<file path="config.mk">
export PLATFORM = sky130hd
export DESIGN_NAME = udp_tx_arbiter
export DESIGN_NICKNAME = d
export VERILOG_FILES = /design/src/rtl/udp_tx_arbiter.sv
export SDC_FILE = /design/constraint.sdc
export NUM_CORES = 1
export LEC_CHECK = 0
export CAP_MARGIN = 20
export CORE_ASPECT_RATIO = 0.75
export CORE_UTILIZATION = 64
export DETAILED_ROUTE_END_ITERATION = 6
export DONT_BUFFER_PORTS = 1
export PLACE_DENSITY = 0.8
export SYNTH_ARGS = -nofsm -noshare
export SYNTH_HDL_FRONTEND = slang
export SYNTH_SLANG_ARGS = --single-unit
</file>
<file path="constraint.sdc">
create_clock -name clk -period 4 [get_ports clk]
set_input_delay 0.8 -clock clk [delete_from_list [all_inputs] [get_ports clk]]
set_output_delay 0.8 -clock clk [all_outputs]
set_load 0.01 [all_outputs]
</file>
<file path="src/rtl/udp_tx_arbiter.sv">
// udp_tx_arbiter: shares the single udp_packet TX engine between two requesters.
// req0 carries camera line packets, req1 carries low-rate status/box-ack packets.
// Each packet is sequenced IDLE -> GRANT -> XFER -> GAP -> IDLE with round-robin
// arbitration, a trigger pulse, byte counting on udp_read_en, a timeout abort and
// a fixed inter-packet gap.
//
// Ports:
//   clk, rstn                  rgmii_clk domain clock, async active-low reset
//   connected                  link/ARP up; gates new grants only
//   reqN, reqN_index, reqN_len level request plus packet index/length (sampled at grant)
//   reqN_data                  payload byte from requester N
//   reqN_grant                 1-cycle grant pulse
//   reqN_read_en               udp_read_en routed to the current owner during XFER
//   udp_trig                   1-cycle packet start to udp_packet
//   udp_index, udp_len         latched index/length of the current owner
//   udp_read_en                tx_read_en from udp_packet
//   udp_data                   owner's byte during XFER, 0 otherwise
//   busy, owner                busy in every state but IDLE; owner 0=req0, 1=req1
//   timeout_err                1-cycle pulse on abort
module udp_tx_arbiter #(
  parameter int unsigned TIMEOUT = 65535,
  parameter int unsigned GAP     = 12,
  parameter int unsigned CNT_W   = 16
) (
  input  logic             clk,
  input  logic             rstn,
  input  logic             connected,
  input  logic             req0,
  input  logic [15:0]      req0_index,
  input  logic [CNT_W-1:0] req0_len,
  input  logic [7:0]       req0_data,
  output logic             req0_grant,
  output logic             req0_read_en,
  input  logic             req1,
  input  logic [15:0]      req1_index,
  input  logic [CNT_W-1:0] req1_len,
  input  logic [7:0]       req1_data,
  output logic             req1_grant,
  output logic             req1_read_en,
  output logic             udp_trig,
  output logic [15:0]      udp_index,
  output logic [CNT_W-1:0] udp_len,
  input  logic             udp_read_en,
  output logic [7:0]       udp_data,
  output logic             busy,
  output logic             owner,
  output logic             timeout_err
);

  localparam logic [CNT_W-1:0] CntOne  = CNT_W'(1);
  localparam logic [CNT_W-1:0] ToLast  = CNT_W'(TIMEOUT - 1);
  localparam logic [CNT_W-1:0] GapLast = CNT_W'(GAP - 1);

  typedef enum logic [1:0] {StIdle, StGrant, StXfer, StGap} state_e;

  state_e           state_q;
  logic             last_owner_q;
  logic [CNT_W-1:0] byte_cnt_q;
  logic [CNT_W-1:0] to_cnt_q;
  logic [CNT_W-1:0] gap_cnt_q;

  logic             pick1;
  logic [15:0]      sel_index;
  logic [CNT_W-1:0] sel_len;
  logic             in_xfer;
  logic             last_byte;
  logic             to_hit;

  always_comb begin
    pick1 = req1;
    // Tie: the requester that did not own TX last time wins.
    if (req0 && req1) begin
      pick1 = ~last_owner_q;
    end
    sel_index = pick1 ? req1_index : req0_index;
    sel_len   = pick1 ? req1_len : req0_len;
    in_xfer   = (state_q == StXfer);
    last_byte = in_xfer && udp_read_en && (byte_cnt_q == udp_len - CntOne);
    to_hit    = in_xfer && (to_cnt_q == ToLast);
  end

  assign busy         = (state_q != StIdle);
  assign req0_read_en = in_xfer && !owner && udp_read_en;
  assign req1_read_en = in_xfer && owner && udp_read_en;
  assign udp_data     = in_xfer ? (owner ? req1_data : req0_data) : 8'h00;

  always_ff @(posedge clk or negedge rstn) begin
    if (!rstn) begin
      state_q      <= StIdle;
      last_owner_q <= 1'b1;
      byte_cnt_q   <= '0;
      to_cnt_q     <= '0;
      gap_cnt_q    <= '0;
      req0_grant   <= 1'b0;
      req1_grant   <= 1'b0;
      udp_trig     <= 1'b0;
      udp_index    <= '0;
      udp_len      <= '0;
      owner        <= 1'b0;
      timeout_err  <= 1'b0;
    end else begin
      req0_grant  <= 1'b0;
      req1_grant  <= 1'b0;
      udp_trig    <= 1'b0;
      timeout_err <= 1'b0;
      unique case (state_q)
        StIdle: begin
          if (connected && (req0 || req1)) begin
            // Grant/trig are registered so they are high during the GRANT cycle.
            state_q      <= StGrant;
            req0_grant   <= ~pick1;
            req1_grant   <= pick1;
            udp_trig     <= (sel_len != '0);
            owner        <= pick1;
            last_owner_q <= pick1;
            udp_index    <= sel_index;
            udp_len      <= sel_len;
          end
        end
        StGrant: begin
          byte_cnt_q <= '0;
          to_cnt_q   <= '0;
          gap_cnt_q  <= '0;
          state_q    <= (udp_len != '0) ? StXfer : StGap;
        end
        StXfer: begin
          to_cnt_q <= to_cnt_q + CntOne;
          if (udp_read_en) begin
            byte_cnt_q <= byte_cnt_q + CntOne;
          end
          // Last byte wins over a simultaneous timeout.
          if (last_byte) begin
            gap_cnt_q <= '0;
            state_q   <= StGap;
          end else if (to_hit) begin
            timeout_err <= 1'b1;
            gap_cnt_q   <= '0;
            state_q     <= StGap;
          end
        end
        StGap: begin
          if (gap_cnt_q == GapLast) begin
            state_q <= StIdle;
          end else begin
            gap_cnt_q <= gap_cnt_q + CntOne;
          end
        end
        default: state_q <= StIdle;
      endcase
    end
  end

endmodule

</file>
==> results of run 1 <==
power by group through the flow:
stage | logic [mW] | registers, mW | clock network, mW
final | 1.28 | 1.45 | 0.702
after CTS | 1.27 | 1.45 | 0.716
after global routing | 1.42 | 1.48 | 0.747
after global placement | 1.22 | 1.46 | 0
after detailed placement | 1.26 | 1.47 | 0
after floorplan | 1.05 | 1.35 | 0
cells in the final DEF (no fill, tap or decap), drive strengths merged, types with 15 or more instances in the layout:
| cell | synthesis | final |
|---|---|---|
| xor2 | 17 | 17 |
| inv | 14 | 17 |
| nor4 | 15 | 15 |
| nand3 | 20 | 20 |
| a21oi | 17 | 17 |
| nor2 | 28 | 28 |
| mux2i | 43 | 43 |
| or3 | 15 | 15 |
| o21ai | 68 | 68 |
| dfrtp | 87 | 87 |
| nand2 | 74 | 74 |
logic make-up (layout without fill, tap and decap cells):
logic type | after synthesis | count (layout) | share of synthesized area, %
buffers and inverters | 41 | 37 | 3.365
multiplexers | 44 | 44 | 8.671
AO/OA/AOI/OAI | 119 | 119 | 14.59
XOR/XNOR | 29 | 29 | 4.986
adder cells (fa/ha/maj) | 9 | 9 | 2.211
AND/OR/NAND/NOR | 222 | 222 | 22.92
flip-flops | 88 | 88 | 43.26
layout make-up:
cell class	count	area, um^2
multi-input combinational	423	2730
clock buffer	9	123.9
inverter	14	52.55
sequential	88	2203
fill	562	2145
timing repair buffer	7	52.55
tap	101	126.4
clock inverter	7	100.1
worst reg2reg max path, cell delays in order (launching register included):
cell	delay (ns)
dfrtp_1	0.52
or4_4	0.60
or3_4	0.42
a2111oi_4	0.34
o2111ai_1	0.21
a2111oi_4	0.65
nor2_2	0.26
or4_1	0.56
nand2_1	0.08
worst max path at each step:
stage                                 from                   endpoint  slack [ns]  depth (start not counted)
floorplan           udp_len[3]$_DFFE_PN0P_  gap_cnt_q[11]$_DFFE_PN0P_        0.64                          9
global placement    udp_len[4]$_DFFE_PN0P_   gap_cnt_q[7]$_DFFE_PN0P_        0.47                          8
detailed placement  udp_len[4]$_DFFE_PN0P_  gap_cnt_q[11]$_DFFE_PN0P_        0.39                          8
CTS                 udp_len[4]$_DFFE_PN0P_   gap_cnt_q[7]$_DFFE_PN0P_        0.36                          8
global route        udp_len[4]$_DFFE_PN0P_  gap_cnt_q[11]$_DFFE_PN0P_        0.20                          8
finish              udp_len[4]$_DFFE_PN0P_   gap_cnt_q[7]$_DFFE_PN0P_        0.33                          8
flip-flops by register name, summed over array words and instances (netlist names):
| register | count |
|---|---|
| byte_cnt_q | 16 |
| state_q | 2 |
| req1_grant | 1 |
| req0_grant | 1 |
| gap_cnt_q | 16 |
| udp_index | 16 |
| timeout_err | 1 |
| udp_len | 16 |
| udp_trig | 1 |
| last_owner_q | 1 |
| to_cnt_q | 16 |
| owner | 1 |
layer usage:
layer / up-vias / part of all wire [%] / global-route usage [%]
li1: 1978 / - / -
met1: 2017 / 46 / 42.69
met2: 184 / 46 / 48.08
met3: 16 / 6.8 / 6.404
met4: 0 / 1.1 / 8.028
met5: - / 0 / 0
stage by stage:
stage / total power, mW / instances / cell area, um^2 / hold WS (ns)
floorplan: 2.401 / 552 / 5094 / 0.4369
global placement: 2.679 / 633 / 5165 / 0.4701
detailed placement: 2.728 / 633 / 5165 / 0.4701
CTS: 3.431 / 649 / 5389 / 0.1002
global route: 3.639 / 649 / 5389 / 0.09595
finish: 3.433 / 649 / 5389 / 0.1110
==> metrics, run 1 <==
status=complete, no violations; routed via count=4195; die area=about 0.0083 mm^2; vias in the first global route=3879; Final Cycle Share=91.87%; cell taking the most area after synthesis=dfrtp_1; delay-heaviest family, CP=simple AND/OR/NAND/NOR gates; count leader, synth=dfrtp_1; top cells by count, synth=dfrtp_1, nand2_1, o21ai_0; Most Frequent Cell on Critical Path=a2111oi_4; sequential-to-total area share from yosys stat=43.26%; Required @ worst endpoint=4.32 ns; antenna violations before repair=0; number of synthesized flops with an enable pin=0; flops & latches, synth=88; Layout Nets=638; Critical Path Max Stage Delay=0.65 ns; post-route ant nets=0; Max-slew headroom=29.03%; synth unique cells=56; Via density=6.464; PwrDens=637.0 mW/mm^2; Primary FF master, synth=dfrtp_1; WL per Instance=about 19 um; CTS Root Cell=clkbuf_8; Starting Density=67.61%; crit start category=register; area of the mapped netlist=around 0.0051 mm^2; Least-Margin Pin Slew=1.064 ns; first-pass GRT wire length=about 19 mm; IO Pins=around 130; cell-internal power=1.920 mW; worst-path cell chain=or4_4, or3_4, a2111oi_4, o2111ai_1, a2111oi_4, nor2_2, or4_1, nand2_1; Crit Reg-Reg Startpoint=udp_len[4]$_DFFE_PN0P_; R2R cell count=8; die width=105.0 um; Die Span Y=about 79 um; final hold violations=0; Ant. Diodes=0; CP Max Fanout=17; Max-Cap Viols=0; clock sink count=88; WP data arrival=3.99 ns; global-route usage over all layers=30.34%; Hold Buf Count CTS=0; layout cells sized above 1=6.387%; global placement routability congestion=0.9161; maximum VDD drop=around 460 uV; Crit Path Class=reg -> reg; switching pwr=1.513 mW; Skew-Pair Late Insertion Delay=0.37 ns; Seq pwr share=between 40% and 50%; unrepaired setup endpoints after global routing=no; Final TNS setup=0 ns; Num CTS Buffers=9; Mapped Cells=552; post-synth top area share=42.74%; largest cells by area after synthesis=dfrtp_1, mux2i_1, o21ai_0, nand2_1, xor2_1; Worst-path clk slew=roughly 0.1 ns; Pre-antenna DRT Iters=5; setup bufs post-CTS=0; FF-to-FF setup slack=0.33 ns; reg2reg end=gap_cnt_q[7]$_DFFE_PN0P_; Post-CTS Resized=0; DP HPWL=8.906 mm; worst hold path class=in -> async; combinational group share of total power=37.2%; GR Overflow Total=0; crit end category=register; Syn Nets=647; Final Skew=0.009420 ns; clock buffer depth=2; dpl ws=0.3860 ns; drt initial violations=250; Max stage delay cell, worst path=a2111oi_4; CTS tree=done; asr flop ratio synth=100.0%; DRC Markers=0; Fmax achieved=272.1 MHz; Core Util, Final=71.53%; Warnings, synthesis=0; Core Footprint=0.007533 mm^2; # setup viols final=0; Layout area overhead=5.797%; buffers and inverters on the worst path=0; Leak Pwr=approximately 2.4 nW; Sw Share=44.06%; Site Rows=27; fin. max-slew vios=0; CTS H-tree depth=3; syn avg cell area=about 9 um^2; pin count of the biggest net entering global routing=89; min cycle time layout=3.675 ns; clock share of power=20.4%; Final WS setup=0.3252 ns; Port Buffers=0; drt total wl=12.22 mm
Note: power is estimated with default switching activity, not from simulation.
==> inputs of run 2 (changes only) <==
Settings changed: CTS_CLUSTER_DIAMETER set to 30.
==> results of run 2 <==
The final DEF is identical to that of run 1; final timing and power are the same.
